[src/rtl/cpu_types_pkg.sv]
// Shared CPU control types: register/ALU encodings, the decoded control
// bundle carried down the pipeline, and the control-pipeline FSM states.
package cpu_types_pkg;

    typedef logic [4:0] regbits_t;

    typedef enum logic [3:0] {
        ALU_SLL, ALU_SRL, ALU_ADD, ALU_SUB, ALU_AND,
        ALU_OR, ALU_XOR, ALU_NOR, ALU_SLT, ALU_SLTU
    } aluop_t;

    typedef struct packed {
        logic [1:0] ALUSrc;
        aluop_t     ALUOp;
        logic [1:0] RegSel;
        logic       RegWr;
        regbits_t   RegDst;
        logic [1:0] PCSrc;
        logic       dREN;
        logic       dWEN;
        logic       ExtOp;
    } ctrl_bundle_t;

    // MEM and WB only need the fields still consumed downstream
    typedef struct packed {
        logic       dREN;
        logic       dWEN;
        logic       RegWr;
        logic [1:0] RegSel;
        regbits_t   RegDst;
    } mem_ctrl_t;

    typedef struct packed {
        logic       RegWr;
        logic [1:0] RegSel;
        regbits_t   RegDst;
    } wb_ctrl_t;

    localparam ctrl_bundle_t CTRL_BUBBLE = '0;
    localparam mem_ctrl_t    MEM_BUBBLE  = '0;
    localparam wb_ctrl_t     WB_BUBBLE   = '0;

    typedef enum logic [1:0] {RUN, MEM_WAIT, LU_STALL} cp_state_t;

endpackage

[src/rtl/control_pipeline_if.sv]
// Control-pipeline bundle: decoded ID controls and handshakes in, staged
// controls and PC/IF-ID steering out.
interface control_pipeline_if
    import cpu_types_pkg::*;
#(
    parameter int CNT_W = 16
);
    logic [1:0]       id_ALUSrc;
    aluop_t           id_ALUOp;
    logic [1:0]       id_RegSel;
    logic             id_RegWr;
    regbits_t         id_RegDst;
    logic [1:0]       id_PCSrc;
    logic             id_dREN;
    logic             id_dWEN;
    logic             id_ExtOp;
    regbits_t         id_rs;
    regbits_t         id_rt;
    logic             ihit;
    logic             dhit;
    logic             ex_taken;

    logic [1:0]       ex_ALUSrc;
    aluop_t           ex_ALUOp;
    logic [1:0]       ex_RegSel;
    logic             ex_RegWr;
    regbits_t         ex_RegDst;
    logic [1:0]       ex_PCSrc;
    logic             ex_dREN;
    logic             ex_dWEN;
    logic             ex_ExtOp;

    logic             mem_dREN;
    logic             mem_dWEN;
    logic             mem_RegWr;
    logic [1:0]       mem_RegSel;
    regbits_t         mem_RegDst;

    logic             wb_RegWr;
    logic [1:0]       wb_RegSel;
    regbits_t         wb_RegDst;

    logic             pc_en;
    logic             ifid_en;
    logic             ifid_flush;
    logic [CNT_W-1:0] stall_cnt;

    modport master (
        output id_ALUSrc, id_ALUOp, id_RegSel, id_RegWr, id_RegDst, id_PCSrc,
               id_dREN, id_dWEN, id_ExtOp, id_rs, id_rt, ihit, dhit, ex_taken,
        input  ex_ALUSrc, ex_ALUOp, ex_RegSel, ex_RegWr, ex_RegDst, ex_PCSrc,
               ex_dREN, ex_dWEN, ex_ExtOp,
               mem_dREN, mem_dWEN, mem_RegWr, mem_RegSel, mem_RegDst,
               wb_RegWr, wb_RegSel, wb_RegDst,
               pc_en, ifid_en, ifid_flush, stall_cnt
    );

    modport slave (
        input  id_ALUSrc, id_ALUOp, id_RegSel, id_RegWr, id_RegDst, id_PCSrc,
               id_dREN, id_dWEN, id_ExtOp, id_rs, id_rt, ihit, dhit, ex_taken,
        output ex_ALUSrc, ex_ALUOp, ex_RegSel, ex_RegWr, ex_RegDst, ex_PCSrc,
               ex_dREN, ex_dWEN, ex_ExtOp,
               mem_dREN, mem_dWEN, mem_RegWr, mem_RegSel, mem_RegDst,
               wb_RegWr, wb_RegSel, wb_RegDst,
               pc_en, ifid_en, ifid_flush, stall_cnt
    );
endinterface

[src/rtl/control_pipeline_hazard_detect.sv]
// Combinational hazard detection: load-use against the ID sources and
// taken control transfers resolved in EX.
module hazard_detect
    import cpu_types_pkg::*;
(
    input  logic       ex_dREN,
    input  logic       ex_RegWr,
    input  regbits_t   ex_RegDst,
    input  logic [1:0] ex_PCSrc,
    input  logic       ex_taken,
    input  regbits_t   id_rs,
    input  regbits_t   id_rt,
    output logic       load_use,
    output logic       taken
);
    // $0 is hardwired, so a load targeting it can never create a dependency
    assign load_use = ex_dREN & ex_RegWr & (ex_RegDst != '0) &
                      ((ex_RegDst == id_rs) | (ex_RegDst == id_rt));

    assign taken = (ex_PCSrc != 2'b00) & ex_taken;
endmodule

[src/rtl/control_pipeline.sv]
// Control side of the 5-stage pipeline: ID/EX, EX/MEM, MEM/WB control
// registers, stall/flush steering and a saturating stall-cycle counter.
module control_pipeline
    import cpu_types_pkg::*;
#(
    parameter int CNT_W = 16
)(
    input  logic             CLK,
    input  logic             nRST,
    control_pipeline_if.slave cp
);
    ctrl_bundle_t      id_b;
    ctrl_bundle_t      ex_p0;
    mem_ctrl_t         mem_p1;
    wb_ctrl_t          wb_p2;
    cp_state_t         state, state_n;
    logic [CNT_W-1:0]  stall_cnt;
    logic              load_use, taken, mem_busy;
    logic              adv, load_id, pc_en, ifid_en, ifid_flush;

    function automatic logic [CNT_W-1:0] sat_inc(input logic [CNT_W-1:0] v);
        return (&v) ? v : v + 1'b1;
    endfunction

    always_comb begin
        id_b        = CTRL_BUBBLE;
        id_b.ALUSrc = cp.id_ALUSrc;
        id_b.ALUOp  = cp.id_ALUOp;
        id_b.RegSel = cp.id_RegSel;
        id_b.RegWr  = cp.id_RegWr;
        id_b.RegDst = cp.id_RegDst;
        id_b.PCSrc  = cp.id_PCSrc;
        id_b.dREN   = cp.id_dREN;
        id_b.dWEN   = cp.id_dWEN;
        id_b.ExtOp  = cp.id_ExtOp;
    end

    assign mem_busy = (mem_p1.dREN | mem_p1.dWEN) & ~cp.dhit;

    hazard_detect u_hazard (
        .ex_dREN   (ex_p0.dREN),
        .ex_RegWr  (ex_p0.RegWr),
        .ex_RegDst (ex_p0.RegDst),
        .ex_PCSrc  (ex_p0.PCSrc),
        .ex_taken  (cp.ex_taken),
        .id_rs     (cp.id_rs),
        .id_rt     (cp.id_rt),
        .load_use  (load_use),
        .taken     (taken)
    );

    always_ff @(posedge CLK or negedge nRST) begin
        if (!nRST) state <= RUN;
        else       state <= state_n;
    end

    // Priority: memory wait > taken transfer > load-use > fetch miss > advance
    always_comb begin
        state_n    = state;
        pc_en      = 1'b0;
        ifid_en    = 1'b0;
        ifid_flush = 1'b0;
        adv        = 1'b0;
        load_id    = 1'b0;
        if (nRST) begin
            if (mem_busy) begin
                state_n = MEM_WAIT;
            end else begin
                adv     = 1'b1;
                state_n = RUN;
                if (taken) begin
                    pc_en      = 1'b1;
                    ifid_en    = 1'b1;
                    ifid_flush = 1'b1;
                end else if (load_use && state != LU_STALL) begin
                    state_n = LU_STALL;
                end else if (cp.ihit) begin
                    pc_en   = 1'b1;
                    ifid_en = 1'b1;
                    load_id = 1'b1;
                end
            end
        end
    end

    always_ff @(posedge CLK or negedge nRST) begin
        if (!nRST) begin
            ex_p0     <= CTRL_BUBBLE;
            mem_p1    <= MEM_BUBBLE;
            wb_p2     <= WB_BUBBLE;
            stall_cnt <= '0;
        end else begin
            if (adv) begin
                // ID -> EX
                ex_p0         <= load_id ? id_b : CTRL_BUBBLE;
                // EX -> MEM
                mem_p1.dREN   <= ex_p0.dREN;
                mem_p1.dWEN   <= ex_p0.dWEN;
                mem_p1.RegWr  <= ex_p0.RegWr;
                mem_p1.RegSel <= ex_p0.RegSel;
                mem_p1.RegDst <= ex_p0.RegDst;
                // MEM -> WB
                wb_p2.RegWr   <= mem_p1.RegWr;
                wb_p2.RegSel  <= mem_p1.RegSel;
                wb_p2.RegDst  <= mem_p1.RegDst;
            end
            if (!pc_en) stall_cnt <= sat_inc(stall_cnt);
        end
    end

    assign cp.ex_ALUSrc  = ex_p0.ALUSrc;
    assign cp.ex_ALUOp   = ex_p0.ALUOp;
    assign cp.ex_RegSel  = ex_p0.RegSel;
    assign cp.ex_RegWr   = ex_p0.RegWr;
    assign cp.ex_RegDst  = ex_p0.RegDst;
    assign cp.ex_PCSrc   = ex_p0.PCSrc;
    assign cp.ex_dREN    = ex_p0.dREN;
    assign cp.ex_dWEN    = ex_p0.dWEN;
    assign cp.ex_ExtOp   = ex_p0.ExtOp;

    assign cp.mem_dREN   = mem_p1.dREN;
    assign cp.mem_dWEN   = mem_p1.dWEN;
    assign cp.mem_RegWr  = mem_p1.RegWr;
    assign cp.mem_RegSel = mem_p1.RegSel;
    assign cp.mem_RegDst = mem_p1.RegDst;

    assign cp.wb_RegWr   = wb_p2.RegWr;
    assign cp.wb_RegSel  = wb_p2.RegSel;
    assign cp.wb_RegDst  = wb_p2.RegDst;

    assign cp.pc_en      = pc_en;
    assign cp.ifid_en    = ifid_en;
    assign cp.ifid_flush = ifid_flush;
    assign cp.stall_cnt  = stall_cnt;
endmodule

[src/flat_wrapper.sv]
// flat-port wrapper written by rule: the top's interface ports become plain ports
module control_pipeline_flat import cpu_types_pkg::*;
#(
    parameter int CNT_W = 16
)
  (CLK, nRST, cp_id_ALUSrc, cp_id_ALUOp, cp_id_RegSel, cp_id_RegWr, cp_id_RegDst, cp_id_PCSrc, cp_id_dREN, cp_id_dWEN, cp_id_ExtOp, cp_id_rs, cp_id_rt, cp_ihit, cp_dhit, cp_ex_taken, cp_ex_ALUSrc, cp_ex_ALUOp, cp_ex_RegSel, cp_ex_RegWr, cp_ex_RegDst, cp_ex_PCSrc, cp_ex_dREN, cp_ex_dWEN, cp_ex_ExtOp, cp_mem_dREN, cp_mem_dWEN, cp_mem_RegWr, cp_mem_RegSel, cp_mem_RegDst, cp_wb_RegWr, cp_wb_RegSel, cp_wb_RegDst, cp_pc_en, cp_ifid_en, cp_ifid_flush, cp_stall_cnt);
  control_pipeline_if #(.CNT_W(CNT_W)) cp_i ();
  input  logic CLK;
  input  logic nRST;
  input wire logic [$bits(cp_i.id_ALUSrc)-1:0] cp_id_ALUSrc;
  input wire logic [$bits(cp_i.id_ALUOp)-1:0] cp_id_ALUOp;
  input wire logic [$bits(cp_i.id_RegSel)-1:0] cp_id_RegSel;
  input wire logic [$bits(cp_i.id_RegWr)-1:0] cp_id_RegWr;
  input wire logic [$bits(cp_i.id_RegDst)-1:0] cp_id_RegDst;
  input wire logic [$bits(cp_i.id_PCSrc)-1:0] cp_id_PCSrc;
  input wire logic [$bits(cp_i.id_dREN)-1:0] cp_id_dREN;
  input wire logic [$bits(cp_i.id_dWEN)-1:0] cp_id_dWEN;
  input wire logic [$bits(cp_i.id_ExtOp)-1:0] cp_id_ExtOp;
  input wire logic [$bits(cp_i.id_rs)-1:0] cp_id_rs;
  input wire logic [$bits(cp_i.id_rt)-1:0] cp_id_rt;
  input wire logic [$bits(cp_i.ihit)-1:0] cp_ihit;
  input wire logic [$bits(cp_i.dhit)-1:0] cp_dhit;
  input wire logic [$bits(cp_i.ex_taken)-1:0] cp_ex_taken;
  output wire logic [$bits(cp_i.ex_ALUSrc)-1:0] cp_ex_ALUSrc;
  output wire logic [$bits(cp_i.ex_ALUOp)-1:0] cp_ex_ALUOp;
  output wire logic [$bits(cp_i.ex_RegSel)-1:0] cp_ex_RegSel;
  output wire logic [$bits(cp_i.ex_RegWr)-1:0] cp_ex_RegWr;
  output wire logic [$bits(cp_i.ex_RegDst)-1:0] cp_ex_RegDst;
  output wire logic [$bits(cp_i.ex_PCSrc)-1:0] cp_ex_PCSrc;
  output wire logic [$bits(cp_i.ex_dREN)-1:0] cp_ex_dREN;
  output wire logic [$bits(cp_i.ex_dWEN)-1:0] cp_ex_dWEN;
  output wire logic [$bits(cp_i.ex_ExtOp)-1:0] cp_ex_ExtOp;
  output wire logic [$bits(cp_i.mem_dREN)-1:0] cp_mem_dREN;
  output wire logic [$bits(cp_i.mem_dWEN)-1:0] cp_mem_dWEN;
  output wire logic [$bits(cp_i.mem_RegWr)-1:0] cp_mem_RegWr;
  output wire logic [$bits(cp_i.mem_RegSel)-1:0] cp_mem_RegSel;
  output wire logic [$bits(cp_i.mem_RegDst)-1:0] cp_mem_RegDst;
  output wire logic [$bits(cp_i.wb_RegWr)-1:0] cp_wb_RegWr;
  output wire logic [$bits(cp_i.wb_RegSel)-1:0] cp_wb_RegSel;
  output wire logic [$bits(cp_i.wb_RegDst)-1:0] cp_wb_RegDst;
  output wire logic [$bits(cp_i.pc_en)-1:0] cp_pc_en;
  output wire logic [$bits(cp_i.ifid_en)-1:0] cp_ifid_en;
  output wire logic [$bits(cp_i.ifid_flush)-1:0] cp_ifid_flush;
  output wire logic [$bits(cp_i.stall_cnt)-1:0] cp_stall_cnt;
  assign cp_i.id_ALUSrc = cp_id_ALUSrc;
  assign cp_i.id_ALUOp = cp_id_ALUOp;
  assign cp_i.id_RegSel = cp_id_RegSel;
  assign cp_i.id_RegWr = cp_id_RegWr;
  assign cp_i.id_RegDst = cp_id_RegDst;
  assign cp_i.id_PCSrc = cp_id_PCSrc;
  assign cp_i.id_dREN = cp_id_dREN;
  assign cp_i.id_dWEN = cp_id_dWEN;
  assign cp_i.id_ExtOp = cp_id_ExtOp;
  assign cp_i.id_rs = cp_id_rs;
  assign cp_i.id_rt = cp_id_rt;
  assign cp_i.ihit = cp_ihit;
  assign cp_i.dhit = cp_dhit;
  assign cp_i.ex_taken = cp_ex_taken;
  assign cp_ex_ALUSrc = cp_i.ex_ALUSrc;
  assign cp_ex_ALUOp = cp_i.ex_ALUOp;
  assign cp_ex_RegSel = cp_i.ex_RegSel;
  assign cp_ex_RegWr = cp_i.ex_RegWr;
  assign cp_ex_RegDst = cp_i.ex_RegDst;
  assign cp_ex_PCSrc = cp_i.ex_PCSrc;
  assign cp_ex_dREN = cp_i.ex_dREN;
  assign cp_ex_dWEN = cp_i.ex_dWEN;
  assign cp_ex_ExtOp = cp_i.ex_ExtOp;
  assign cp_mem_dREN = cp_i.mem_dREN;
  assign cp_mem_dWEN = cp_i.mem_dWEN;
  assign cp_mem_RegWr = cp_i.mem_RegWr;
  assign cp_mem_RegSel = cp_i.mem_RegSel;
  assign cp_mem_RegDst = cp_i.mem_RegDst;
  assign cp_wb_RegWr = cp_i.wb_RegWr;
  assign cp_wb_RegSel = cp_i.wb_RegSel;
  assign cp_wb_RegDst = cp_i.wb_RegDst;
  assign cp_pc_en = cp_i.pc_en;
  assign cp_ifid_en = cp_i.ifid_en;
  assign cp_ifid_flush = cp_i.ifid_flush;
  assign cp_stall_cnt = cp_i.stall_cnt;
  control_pipeline #(.CNT_W(CNT_W)) u_core (.CLK(CLK), .nRST(nRST), .cp(cp_i));
endmodule
[config.mk]
export PLATFORM = sky130hd
export DESIGN_NAME = control_pipeline_flat
export DESIGN_NICKNAME = d
export VERILOG_FILES = /design/src/rtl/cpu_types_pkg.sv /design/src/rtl/control_pipeline_if.sv /design/src/rtl/control_pipeline_hazard_detect.sv /design/src/rtl/control_pipeline.sv /design/src/flat_wrapper.sv
export SDC_FILE = /design/constraint.sdc
export NUM_CORES = 1
export LEC_CHECK = 0
export BUFFER_PORTS_ARGS = -buffer_cell sky130_fd_sc_hd__buf_2
export CORE_ASPECT_RATIO = 1.25
export CORE_MARGIN = 2
export CORE_UTILIZATION = 49
export DETAILED_ROUTE_END_ITERATION = 10
export PLACE_DENSITY_LB_ADDON = 0.15
export SYNTH_ARGS = -nofsm -noshare
export SYNTH_HDL_FRONTEND = slang
export SYNTH_SLANG_ARGS = --single-unit
[constraint.sdc]
create_clock -name CLK -period 3.7 [get_ports CLK]
set_input_delay 0.185 -clock CLK [delete_from_list [all_inputs] [get_ports CLK]]
set_output_delay 0.185 -clock CLK [all_outputs]
set_load 0.01 [all_outputs]
==> out/qor.txt <==
Period utilization - 65.3%
Cell with the most instances after synthesis - dfrtp_1
Hold crit path type - input pin to asynchronous set/reset pin
DR vias - 1666
Sw Ratio - 33.2%
Max incr delay on CP - 0.51 ns
Final net count - 296
Max Fclk - 414 MHz
Slew Viols, Final - 0
Synth cell count leaders - dfrtp_1 (55), a22o_1 (19), mux2_2 (18), xnor2_1 (14), xor2_1 (11)
Synth warnings - 0
H-tree levels - 2
Cells after synthesis - 170
Post-CTS Resized - 0
Area delta synth->final - 25.4%
Initial antenna violation count - 0
Critical path's slowest cell - a31oi_4
Die height - 82.0 um
Area contributors post-synth - dfrtp_1 (58%), mux2_2 (8.5%), a22o_1 (7.0%)
Chip width - 66.4 um
Overall routing resource usage - 18.9%
Critical path class - flip-flop to flip-flop
Largest net degree at the start of global routing - 58
TritonCTS clock tree - done
Number of detailed-route iterations in the first pass - 4
DP HPWL - 3510 um
Asr flop ratio synth - 100%
Vias per cell - 5.17
Status - complete, no violations
Post-layout util - 63.6%
I/O pins - 90
Comb pwr share - 32.6%
Worst Skew - 0.00527 ns
Flop-to-flop setup slack - 1.28 ns
Clk slew on worst S/H paths - 0.09 ns
Count of input and output buffers - 89
Drc violations - 0
Worst path bufs/invs - 0
Die area - 5440 sq um
Fin cells - 322
Wire length of the first global-routing pass - 7760 um
Initial Utilization - 50.7%
Number of distinct library cells after synthesis - 32
Root Buffer - clkbuf_8
Vias in the first global route - 1610
Critical path cell sequence - xor2_1, nor3_2, a22oi_2, o21ai_4, a21oi_4, a31oi_4, mux2_1
Layout filler cell count - 410
Clock Path Buffers - 2
Slew HR - 51.6%
Power per cell area - 620 nW/um^2
CP top delay family - compound AO/OA/AOI/OAI gates
Pleak - 1.55 nW
Core area - 4690 sq um
#FFs+latches synth - 55
Setup Viol. Count Final - 0
Inserted Clock Buffers - 5
Power, Total - 0.00185 W
Syn avg cell area - 14.0 sq um
Worst Path Arrival - 2.60 ns
Setup repair bufs after CTS - 0
Area share of the largest cell type after synthesis - 57.8%
Netlist Area Pre-Place - 2380 sq um
Worst vdd ir - 0.000369 V
Layout cells sized above 1 - 50.8%
Psw - 0.000615 W
CP Max Fanout - 16
Worst Path Required - 3.88 ns
Sequential share of the synthesized area - 57.8%
Placed Cells - 314
WHS - 0.0632 ns
Iter 0 DRT Violations - 74
RSZ-0062 raised after global routing - false
Least-Margin Pin Slew - 0.724 ns
Sequential share of power - 48.7%
Row cnt - 28
Worst-Skew Late Latency - 0.29 ns
Max Cap Viol - 0
Top FF cell, synth - dfrtp_1
Synthesized Nets - 205
Placer congestion estimate - 0.735
Ant. Diodes - 0
GR Overflow Total - 0
Sum Neg Setup Slack - 0 ns
Drt wl/cell - 14.8 um
Post-DRT Antenna Nets - 0
Post-Route WL - 4780 um
Area leader, netlist - dfrtp_1
Power Internal - 0.00124 W
Type of origin of the critical path - flip-flop
Final Hold Viols - 0
Clock power share - 18.7%
CTS Sinks - 55
CTS Hold Bufs - 0
Final min period - 2.42 ns
EDFF count, synth - 0
Crit end category - flip-flop
flip-flops by register name (all words and copies together), names as in the netlist, 2 cells and up:
signal,count
u_core.cp.ex_ALUSrc,2
u_core.cp.wb_RegDst,5
u_core.cp.stall_cnt,16
u_core.cp.ex_PCSrc,2
u_core.cp.mem_RegDst,5
u_core.cp.ex_RegDst,5
u_core.cp.ex_ALUOp,4
u_core.state,2
u_core.cp.ex_RegSel,2
u_core.cp.wb_RegSel,2
u_core.cp.mem_RegSel,2
metal layers:
metal / GRT usage (%) / share of wire (%) / up-vias
met3: 3.70 / 6.2 / 6
met2: 31.2 / 50 / 55
met1: 25.3 / 43 / 809
met4: 5.51 / 0.92 / 0
met5: 0 / 0 / -
li1: - / - / 796
power by group through the flow:
| stage | combinational, W | sequential, W | clock, W |
|---|---|---|---|
| 2_1_floorplan | 0.000294 | 0.000978 | 0 |
| 3_3_place_gp | 0.000603 | 0.000915 | 0 |
| 3_5_place_dp | 0.000616 | 0.000917 | 0 |
| 4_1_cts | 0.000616 | 0.000907 | 0.000356 |
| 5_1_grt | 0.000666 | 0.000935 | 0.000383 |
| 6_report | 0.000604 | 0.000903 | 0.000346 |
cells by family after synthesis:
| group | count (synthesis) | share of synthesized area [%] |
|---|---|---|
| adders and majority gates | 1 | 0.525 |
| muxes | 19 | 8.98 |
| xor gates and xnor gates | 25 | 9.19 |
| DFF | 55 | 57.8 |
| and+or+nand+nor | 34 | 9.98 |
| AOI/OAI and AO/OA | 29 | 11.8 |
| buffers and inverters | 7 | 1.73 |
worst paths after layout:
| path | from | endpoint | cells past startpoint |
|---|---|---|---|
| max | u_core.cp.ex_RegDst[2]$_DFFE_PN0P_ | u_core.cp.stall_cnt[1]$_DFFE_PN0P_ | 7 |
| min | nRST | u_core.cp.wb_RegWr$_DFFE_PN0P_ | 2 |
| min in group CLK | cp_id_RegDst[4] | u_core.cp.ex_RegDst[4]$_DFFE_PN0P_ | 2 |
| max reg2reg | u_core.cp.ex_RegDst[2]$_DFFE_PN0P_ | u_core.cp.stall_cnt[1]$_DFFE_PN0P_ | 7 |
| max in group asynchronous | nRST | u_core.cp.wb_RegSel[0]$_DFFE_PN0P_ | 2 |
| min reg2reg | u_core.state[1]$_DFFE_PN0P_ | u_core.state[1]$_DFFE_PN0P_ | 2 |
stage by stage:
stage                     cell area (sq um)  setup WS [ns]
after floorplan                        2380           1.63
after global placement                 2890           1.34
after detailed placement               2890           1.29
after CTS                              2990           1.26
after global routing                   2990           1.16
final                                  2990           1.28
layout by cell type, fill, tap and decap left out:
cell	n
mux2_1	1
nand2_2	3
clkbuf_8	7
mux2_2	18
a22oi_2	1
or4_1	1
nand2_1	1
a31oi_4	1
nor3_2	1
nand4_1	4
clkbuf_1	1
dfrtp_1	55
nand3_1	1
o21ai_4	2
nor3_4	1
and3_1	5
xor2_1	11
nor2_1	5
o21a_1	2
ha_1	1
nor3_1	1
a21oi_4	1
o21ai_0	1
buf_4	2
xnor2_1	14
nand2b_1	3
o41ai_1	1
and4_1	2
buf_2	89
nand3_2	6
o2111ai_2	1
a22o_1	19
final cells by class:
class                   instances  area [sq um]  share of cell area (%)
multi-input cells             108           976                    32.7
flip-flops and latches         55          1380                    46.1
well taps                      60          75.1                    2.51
clock buffers                   8           100                    3.35
repair buffers                 91           460                    15.4
Note: power is estimated with default switching activity, not from simulation.
